## src/rtl/ttm_pkg.sv

```systemverilog
`default_nettype none
//------------------------------------------------------------------------------
// Module : ttm_pkg
// Brief  : Shared types and constants for the TTM4 program memory.
//          Holds the loader state encoding, the default instruction field
//          widths and the field offsets within a packed instruction word
//          ([IM | LR | SR | OP], IM at bit 0, OP at the top).
// Rev    : 1.0  initial parametrised program memory
//------------------------------------------------------------------------------
package ttm_pkg;

   // Loader state machine encoding
   typedef enum logic [1:0] {
      L_IDLE  = 2'd0,
      L_BYTE  = 2'd1,
      L_WRITE = 2'd2,
      L_FULL  = 2'd3
   } ld_state_e;

   // Default geometry
   localparam int ADDR_W_DEF = 8;
   localparam int IM_W_DEF   = 4;
   localparam int LR_W_DEF   = 3;
   localparam int SR_W_DEF   = 3;
   localparam int OP_W_DEF   = 5;

   // Field offsets at the default widths
   localparam int IM_LSB = 0;
   localparam int LR_LSB = IM_LSB + IM_W_DEF;
   localparam int SR_LSB = LR_LSB + LR_W_DEF;
   localparam int OP_LSB = SR_LSB + SR_W_DEF;

   // Number of loader bytes needed to carry a word of the given width
   function automatic int nbytes_for(input int word_w);
      return (word_w + 7) / 8;
   endfunction

endpackage : ttm_pkg
`default_nettype wire

```

## src/rtl/ttm_spram.sv

```systemverilog
`default_nettype none
//------------------------------------------------------------------------------
// Module : ttm_spram
// Brief  : Generic single-port synchronous RAM with one write port and a
//          registered read. The read register resets to zero and only
//          updates on a read enable, so it holds the last read word.
// Ports  : clk_i    clock
//          rst_i    synchronous active-high reset (read register only)
//          we_i     write enable
//          re_i     read enable
//          addr_i   shared read/write address
//          wdata_i  write data
//          rdata_o  registered read data
// Rev    : 1.0  initial version
//------------------------------------------------------------------------------
module ttm_spram #(
   parameter int WIDTH  = 15,
   parameter int ADDR_W = 8
) (
   input  logic              clk_i,
   input  logic              rst_i,
   input  logic              we_i,
   input  logic              re_i,
   input  logic [ADDR_W-1:0] addr_i,
   input  logic [WIDTH-1:0]  wdata_i,
   output logic [WIDTH-1:0]  rdata_o
);

   localparam int DEPTH = 2 ** ADDR_W;

   logic [WIDTH-1:0] mem_q [DEPTH];
   logic [WIDTH-1:0] rdata_q;

   // Array is deliberately not reset so program contents survive a reset
   always_ff @(posedge clk_i) begin
      if (we_i) begin
         mem_q[addr_i] <= wdata_i;
      end
   end

   always_ff @(posedge clk_i) begin
      if (rst_i) begin
         rdata_q <= '0;
      end else if (re_i) begin
         rdata_q <= mem_q[addr_i];
      end
   end

   assign rdata_o = rdata_q;

endmodule : ttm_spram
`default_nettype wire

```

## src/rtl/ttm_prog_mem.sv

```systemverilog
`default_nettype none
//------------------------------------------------------------------------------
// Module : ttm_prog_mem
// Brief  : Parametrised TTM4 program memory. A byte-stream loader (valid /
//          ready, LSB byte first) assembles instruction words and writes them
//          at an auto-incrementing pointer; in run mode a registered fetch
//          port returns the unpacked IM/LR/SR/OP fields one cycle after a
//          request.
// Ports  : clk_i        clock
//          rst_i        synchronous active-high reset
//          mode_i       0 = run (fetch), 1 = load
//          ld_valid_i   loader byte valid
//          ld_data_i    loader byte
//          ld_ready_o   loader accepts a byte this cycle
//          ld_full_o    all words written in the current session
//          ld_count_o   words committed in the current session
//          fe_req_i     fetch request
//          fe_addr_i    fetch address
//          fe_valid_o   fetch data valid (1-cycle pulse)
//          fe_im_o/fe_lr_o/fe_sr_o/fe_op_o  fetched fields
// Rev    : 1.0  replaces the fixed two-SRAM 8-bit-address store
//------------------------------------------------------------------------------
module ttm_prog_mem
   import ttm_pkg::*;
#(
   parameter int ADDR_W = ADDR_W_DEF,
   parameter int IM_W   = IM_W_DEF,
   parameter int LR_W   = LR_W_DEF,
   parameter int SR_W   = SR_W_DEF,
   parameter int OP_W   = OP_W_DEF
) (
   input  logic              clk_i,
   input  logic              rst_i,
   input  logic              mode_i,
   input  logic              ld_valid_i,
   input  logic [7:0]        ld_data_i,
   output logic              ld_ready_o,
   output logic              ld_full_o,
   output logic [ADDR_W:0]   ld_count_o,
   input  logic              fe_req_i,
   input  logic [ADDR_W-1:0] fe_addr_i,
   output logic              fe_valid_o,
   output logic [IM_W-1:0]   fe_im_o,
   output logic [LR_W-1:0]   fe_lr_o,
   output logic [SR_W-1:0]   fe_sr_o,
   output logic [OP_W-1:0]   fe_op_o
);

   localparam int WORD_W = IM_W + LR_W + SR_W + OP_W;
   localparam int NBYTES = nbytes_for(WORD_W);
   localparam int IDX_W  = (NBYTES > 1) ? $clog2(NBYTES) : 1;

   // Field offsets for this instance's widths
   localparam int IM_OFF = 0;
   localparam int LR_OFF = IM_OFF + IM_W;
   localparam int SR_OFF = LR_OFF + LR_W;
   localparam int OP_OFF = SR_OFF + SR_W;

   ld_state_e         state_q, state_d;
   logic [ADDR_W-1:0] ptr_q;
   logic [IDX_W-1:0]  idx_q;
   logic [WORD_W-1:0] asm_q;
   logic [ADDR_W:0]   count_q;
   logic              full_q;
   logic              fe_valid_q;

   // Control strobes decoded from the state
   logic              ld_ready;
   logic              byte_acc;
   logic              word_wr;
   logic              sess_start;
   logic              abort;
   logic              fetch_en;
   logic              last_byte;
   logic              ptr_last;

   logic [ADDR_W-1:0] ram_addr;
   logic [WORD_W-1:0] ram_rdata;

   assign last_byte = (idx_q == IDX_W'(NBYTES - 1));
   assign ptr_last  = &ptr_q;

   //---------------------------------------------------------------------------
   // Loader FSM: state register
   //---------------------------------------------------------------------------
   always_ff @(posedge clk_i) begin
      if (rst_i) begin
         state_q <= L_IDLE;
      end else begin
         state_q <= state_d;
      end
   end

   //---------------------------------------------------------------------------
   // Loader FSM: next state
   //---------------------------------------------------------------------------
   always_comb begin
      state_d = state_q;
      case (state_q)
         L_IDLE: begin
            if (mode_i) state_d = L_BYTE;
         end
         L_BYTE: begin
            // Leaving load mode drops any partially assembled word
            if (!mode_i)                       state_d = L_IDLE;
            else if (ld_valid_i && last_byte)  state_d = L_WRITE;
         end
         L_WRITE: begin
            // The write itself always completes; only the successor changes
            if (!mode_i)       state_d = L_IDLE;
            else if (ptr_last) state_d = L_FULL;
            else               state_d = L_BYTE;
         end
         L_FULL: begin
            if (!mode_i) state_d = L_IDLE;
         end
         default: state_d = L_IDLE;
      endcase
   end

   //---------------------------------------------------------------------------
   // Loader FSM: outputs and datapath strobes
   //---------------------------------------------------------------------------
   always_comb begin
      ld_ready   = 1'b0;
      byte_acc   = 1'b0;
      word_wr    = 1'b0;
      sess_start = 1'b0;
      abort      = 1'b0;
      fetch_en   = 1'b0;
      case (state_q)
         L_IDLE: begin
            sess_start = mode_i;
            fetch_en   = !mode_i && fe_req_i;
         end
         L_BYTE: begin
            ld_ready = 1'b1;
            byte_acc = mode_i && ld_valid_i;
            abort    = !mode_i;
         end
         L_WRITE: begin
            word_wr = 1'b1;
         end
         default: ;
      endcase
   end

   //---------------------------------------------------------------------------
   // Pointer, byte index, word count and full flag
   //---------------------------------------------------------------------------
   always_ff @(posedge clk_i) begin
      if (rst_i) begin
         ptr_q   <= '0;
         idx_q   <= '0;
         count_q <= '0;
         full_q  <= 1'b0;
      end else begin
         if (sess_start) begin
            ptr_q   <= '0;
            idx_q   <= '0;
            count_q <= '0;
            full_q  <= 1'b0;
         end
         if (byte_acc && !last_byte) begin
            idx_q <= idx_q + 1'b1;
         end
         if (abort) begin
            idx_q <= '0;
         end
         if (word_wr) begin
            idx_q   <= '0;
            count_q <= count_q + 1'b1;
            // Pointer parks on the last word; full stays set until a new session
            if (ptr_last) full_q <= 1'b1;
            else          ptr_q  <= ptr_q + 1'b1;
         end
      end
   end

   //---------------------------------------------------------------------------
   // Assembly register: each word bit is taken from the byte that carries it,
   // so bits of the last byte beyond WORD_W are never stored.
   //---------------------------------------------------------------------------
   always_ff @(posedge clk_i) begin
      if (byte_acc) begin
         for (int i = 0; i < WORD_W; i++) begin
            if (idx_q == IDX_W'(i / 8)) begin
               asm_q[i] <= ld_data_i[i % 8];
            end
         end
      end
   end

   //---------------------------------------------------------------------------
   // Fetch valid strobe
   //---------------------------------------------------------------------------
   always_ff @(posedge clk_i) begin
      if (rst_i) begin
         fe_valid_q <= 1'b0;
      end else begin
         fe_valid_q <= fetch_en;
      end
   end

   // Writes and fetches are mutually exclusive, so one address port suffices
   assign ram_addr = word_wr ? ptr_q : fe_addr_i;

   ttm_spram #(
      .WIDTH  (WORD_W),
      .ADDR_W (ADDR_W)
   ) u_ram (
      .clk_i   (clk_i),
      .rst_i   (rst_i),
      .we_i    (word_wr),
      .re_i    (fetch_en),
      .addr_i  (ram_addr),
      .wdata_i (asm_q),
      .rdata_o (ram_rdata)
   );

   assign ld_ready_o = ld_ready;
   assign ld_full_o  = full_q;
   assign ld_count_o = count_q;
   assign fe_valid_o = fe_valid_q;
   assign fe_im_o    = ram_rdata[IM_OFF +: IM_W];
   assign fe_lr_o    = ram_rdata[LR_OFF +: LR_W];
   assign fe_sr_o    = ram_rdata[SR_OFF +: SR_W];
   assign fe_op_o    = ram_rdata[OP_OFF +: OP_W];

endmodule : ttm_prog_mem
`default_nettype wire

```

## config.mk

```make
export PLATFORM = sky130hd
export DESIGN_NAME = ttm_prog_mem
export DESIGN_NICKNAME = d
export VERILOG_FILES = /design/src/rtl/ttm_pkg.sv /design/src/rtl/ttm_spram.sv /design/src/rtl/ttm_prog_mem.sv
export SDC_FILE = /design/constraint.sdc
export NUM_CORES = 2
export LEC_CHECK = 0
export CAP_MARGIN = 20
export CELL_PAD_IN_SITES_DETAIL_PLACEMENT = 0
export CELL_PAD_IN_SITES_GLOBAL_PLACEMENT = 2
export CORE_UTILIZATION = 30
export CTS_CLUSTER_DIAMETER = 30
export DETAILED_ROUTE_END_ITERATION = 12
export HOLD_SLACK_MARGIN = 0.03
export PLACE_DENSITY_LB_ADDON = 0.08
export SLEW_MARGIN = 25
export SYNTH_ARGS = -nofsm -noshare
export SYNTH_HDL_FRONTEND = slang
export SYNTH_SLANG_ARGS = --single-unit
```

## constraint.sdc

```tcl
create_clock -name clk_i -period 5.1 [get_ports clk_i]
set_input_delay 1.02 -clock clk_i [delete_from_list [all_inputs] [get_ports clk_i]]
set_output_delay 1.02 -clock clk_i [all_outputs]
set_load 0.005 [all_outputs]
```

==> metrics.yaml <==
crit_slowest_cell: "sky130_fd_sc_hd__o41ai_1"
h_tree_depth: 6
min_path_type: "in -> reg"
route.top_layer_used: "met5"
ys_async_sr_fraction_pct: 0
clkLatencyLatePin_ns: 1.12
met2WireLength_mm: 254
detail_route.wl_per_cell_um: 31.5
power.ir.vdd_worst_mv: 0.373
grt_remaining_overflow: 0
path_delay_family: "compound AO/OA/AOI/OAI gates"
timing_worst_slew_pin_value_ns: 1.17
max-clock-path-buffers: 4
worst_slack_ns: 0.127
yosys.cell_types.count: 51
first_global_vias: 89175
fp.coreArea_sq_um: 475000
status: "complete, no violations"
drive_above_1_share_pct: 25.0
grt_start_max_net_pins: 152
grt_antenna_before_repair: 38
start_util_pct: 30.2
cts_tree: "built"
synthesis_warning_total: 0
top_cell_type_s_share_of_synthesized_area_pct: 80.7
critical_path_peak_fanout: 22
final_routed_drc_violation_total: 0
finalWorstPathRequiredPeriod_ns: 4.97
unrepaired_setup_endpoints_after_global_routing: "false"
syn_area_sq_um: 143000
timing.setup.critical_path_class: "reg -> reg"
wl_met1_mm: 240
detailroute.via_count: 87009
kind_of_launch_point_of_the_worst_setup_path: "flop"
cell_by_cell_listing_of_the_critical_path: "and2b_1 -> nor2_1 -> a21oi_4 -> buf_12 -> buf_12 -> buf_12 -> a21oi_1 -> o41ai_1 -> nand4_1 -> a21oi_1 -> a311oi_1"
drt_pre_antenna_iters: 5
routability_cong: 0.786
finalWirelength_mm: 531
max_cap_viol_count: 0
drtIter0Drc: 7719
area_growth_pct: 33.9
final_min_period_over_clock_period_pct: 97.5
critical_path_depth: 11
syn_nets: 8241
finClkSkew_ns: 0.0641
timing.final.hold_violations: 0
setup.worst_path.end_class: "flop"
p_leak_nw: 62.2
max_stage_delay_ns: 0.90
synth_enable_flop_cells: 3855
max_freq_ghz: 0.201
clk_pin_slew_ns: 0.04
globalRouteTotalUtil_pct: 21.5
dp_worst_setup_slack_ns: -1.00
critPathMostFrequentCell: "sky130_fd_sc_hd__buf_12"
final_util_pct: 40.4
critical_path_arrival_ns: 5.91
die_width_um: 693
timing.final.max_slew_violations: 0
hold_path_depth: 2
routed-wl-met3_mm: 26.8
ios: 48
worst_reg2reg_path_length_in_cells: 11
portBuffers: 47
post_drt_via_cell_ratio: 5.16
post-dp-hpwl_mm: 325
antenna_violating_nets_post_route: 0
slew_headroom_pct: 21.7
finish.net_count: 9646
placementRows: 253
die_height_um: 693
synthCells: 8218
tritoncts.num_buffers: 965
cts_sinks: 3892
worst-endpoint-required_ns: 6.04
synth.yosys.seq_area_share_pct: 81.2
synth_flop_cell: "sky130_fd_sc_hd__edfxtp_1"
die_area_sq_um: 481000
setup_violations: 0
cell_pwr_density_nw_per_um2: 513
synth.top_cells.by_area: "sky130_fd_sc_hd__edfxtp_1 81%, sky130_fd_sc_hd__a22oi_1 10%, sky130_fd_sc_hd__a21oi_1 3.5%, sky130_fd_sc_hd__o41ai_1 1.4%, sky130_fd_sc_hd__buf_2 0.96%"
synth_top_cell_by_area: "sky130_fd_sc_hd__edfxtp_1"
postSynthAreaPerCell_sq_um: 17.5
clock-root-buffer: "sky130_fd_sc_hd__clkbuf_16"
grt_pass1_wl_mm: 730
critical_path_buf_inv_count: 3
synth-seq-cells: 3892
-- power by group --
| part | internal [mW] | switching (mW) | leakage [nW] |
|---|---|---|---|
| clock | 41.8 | 18.8 | 15.8 |
| combinational | 0.958 | 2.11 | 11.5 |
| sequential | 34.8 | 0.0515 | 34.9 |
-- layer usage --
metal | up-vias | global-route usage (%)
met5 | - | 0
met4 | 4 | 4.67
met3 | 641 | 3.35
met2 | 2596 | 35.3
met1 | 46078 | 30.0
li1 | 37690 | -
-- cells by family (layout without fill, tap and decap cells) --
kind of cell    after synthesis  after routing  synth area share (%)
simple gates                462            462                  1.39
buf+inv                     614           2856                  1.90
fa+ha+maj                     2              2                0.0174
compound gates             3247           3247                  15.5
mux                           1              1               0.00698
flops                      3892           3892                  81.2
other cells                   0             15                     0
-- through the flow --
stage / cells / total power [mW] / TNS [ns] / hold slack (ns) / area, sq um
3_5_place_dp: 15028 / 38.6 / -7.84 / 0.513 / 159000
2_1_floorplan: 8218 / 36.8 / 0 / 0.476 / 143000
4_1_cts: 16832 / 99.5 / 0 / 0.100 / 192000
5_1_grt: 16837 / 101 / 0 / 0.141 / 192000
6_report: 16850 / 98.6 / 0 / 0.191 / 192000
3_3_place_gp: 15011 / 38.5 / -17.91 / 0.508 / 159000
-- final timing paths --
path | startpoint | end | slack [ns]
worst max-delay path | state_q[1] | u_ram.rdata_o[8] | 0.13
worst min-delay path | rst_i | ptr_q[5] | 0.19
worst max register to register | state_q[1] | u_ram.rdata_o[8] | 0.13
worst min register to register | ld_count_o[1] | ld_count_o[1] | 0.54
-- cells in the final DEF, fill, tap and decap left out, drive strengths merged, types with 4 or more instances in the layout --
cell,count
or2,4
nand3,17
edfxtp,3855
a311oi,10
nor4,15
inv,30
clkinv,427
diode,15
o21ai,18
clkbuf,1119
nand4,27
clkdlybuf4s50,46
dfxtp,37
a22oi,1921
or3,4
nand3b,5
a31oi,4
a41oi,31
o41ai,230
o21a,6
a211oi,7
nand2b,5
nor3b,4
buf,1004
nor2,305
bufinv,146
nand2,65
clkinvlp,84
a21oi,1008
-- cell usage after synthesis (3+ instances only) --
master / number
sky130_fd_sc_hd__a21oi_1: 1007
sky130_fd_sc_hd__nor4_1: 15
sky130_fd_sc_hd__a311oi_1: 10
sky130_fd_sc_hd__a211oi_1: 7
sky130_fd_sc_hd__dfxtp_1: 37
sky130_fd_sc_hd__o211ai_1: 3
sky130_fd_sc_hd__o41ai_1: 230
sky130_fd_sc_hd__nand4_1: 27
sky130_fd_sc_hd__nand3b_1: 5
sky130_fd_sc_hd__o21a_1: 6
sky130_fd_sc_hd__or2_2: 4
sky130_fd_sc_hd__clkbuf_1: 266
sky130_fd_sc_hd__o21ai_1: 4
sky130_fd_sc_hd__or3_1: 4
sky130_fd_sc_hd__a22oi_1: 1921
sky130_fd_sc_hd__a41oi_1: 31
sky130_fd_sc_hd__buf_4: 17
sky130_fd_sc_hd__nand2b_1: 4
sky130_fd_sc_hd__buf_2: 276
sky130_fd_sc_hd__edfxtp_1: 3855
sky130_fd_sc_hd__buf_1: 52
sky130_fd_sc_hd__o21ai_0: 14
sky130_fd_sc_hd__nor2_1: 304
sky130_fd_sc_hd__nand3_1: 17
sky130_fd_sc_hd__a21o_1: 3
sky130_fd_sc_hd__nand2_1: 65
-- sequential cells by signal, indices dropped and copies added (netlist names) --
| register | count |
|---|---|
| ld_count_o | 9 |
| fe_valid_o | 1 |
| u_ram.mem_q | 3840 |
| idx_q | 1 |
| ptr_q | 8 |
| state_q | 2 |
| asm_q | 15 |
| ld_full_o | 1 |
| u_ram.rdata_o | 15 |
-- area by class of cell --
type	instances	area [sq um]
diodes	15	37.5
fillers	43349	283000
clock buffers	1119	24900
inverters	2	7.51
clock inverters	685	7900
well taps	6375	7980
flip-flops and latches	3892	117000
repair buffers	1050	9840
multi-input cells	3712	24900
-- worst reg2reg max path, cell delays in order, from the launching register on --
cell and delay [ns]:
sky130_fd_sc_hd__dfxtp_1 0.68, sky130_fd_sc_hd__and2b_1 0.58, sky130_fd_sc_hd__nor2_1 0.19, sky130_fd_sc_hd__a21oi_4 0.26
sky130_fd_sc_hd__buf_12 0.31, sky130_fd_sc_hd__buf_12 0.28, sky130_fd_sc_hd__buf_12 0.22, sky130_fd_sc_hd__a21oi_1 0.11
sky130_fd_sc_hd__o41ai_1 0.90, sky130_fd_sc_hd__nand4_1 0.79, sky130_fd_sc_hd__a21oi_1 0.37, sky130_fd_sc_hd__a311oi_1 0.11
-- timing repair --
action                                 CTS  global route
hold buffers                             0             0
endpoints found under the hold margin    0             0
gates resized for setup                  3             4
setup buffers                            0             0
pin swaps                                2             1
setup endpoints to repair                2             2
Power figures use the tool's default switching activity.
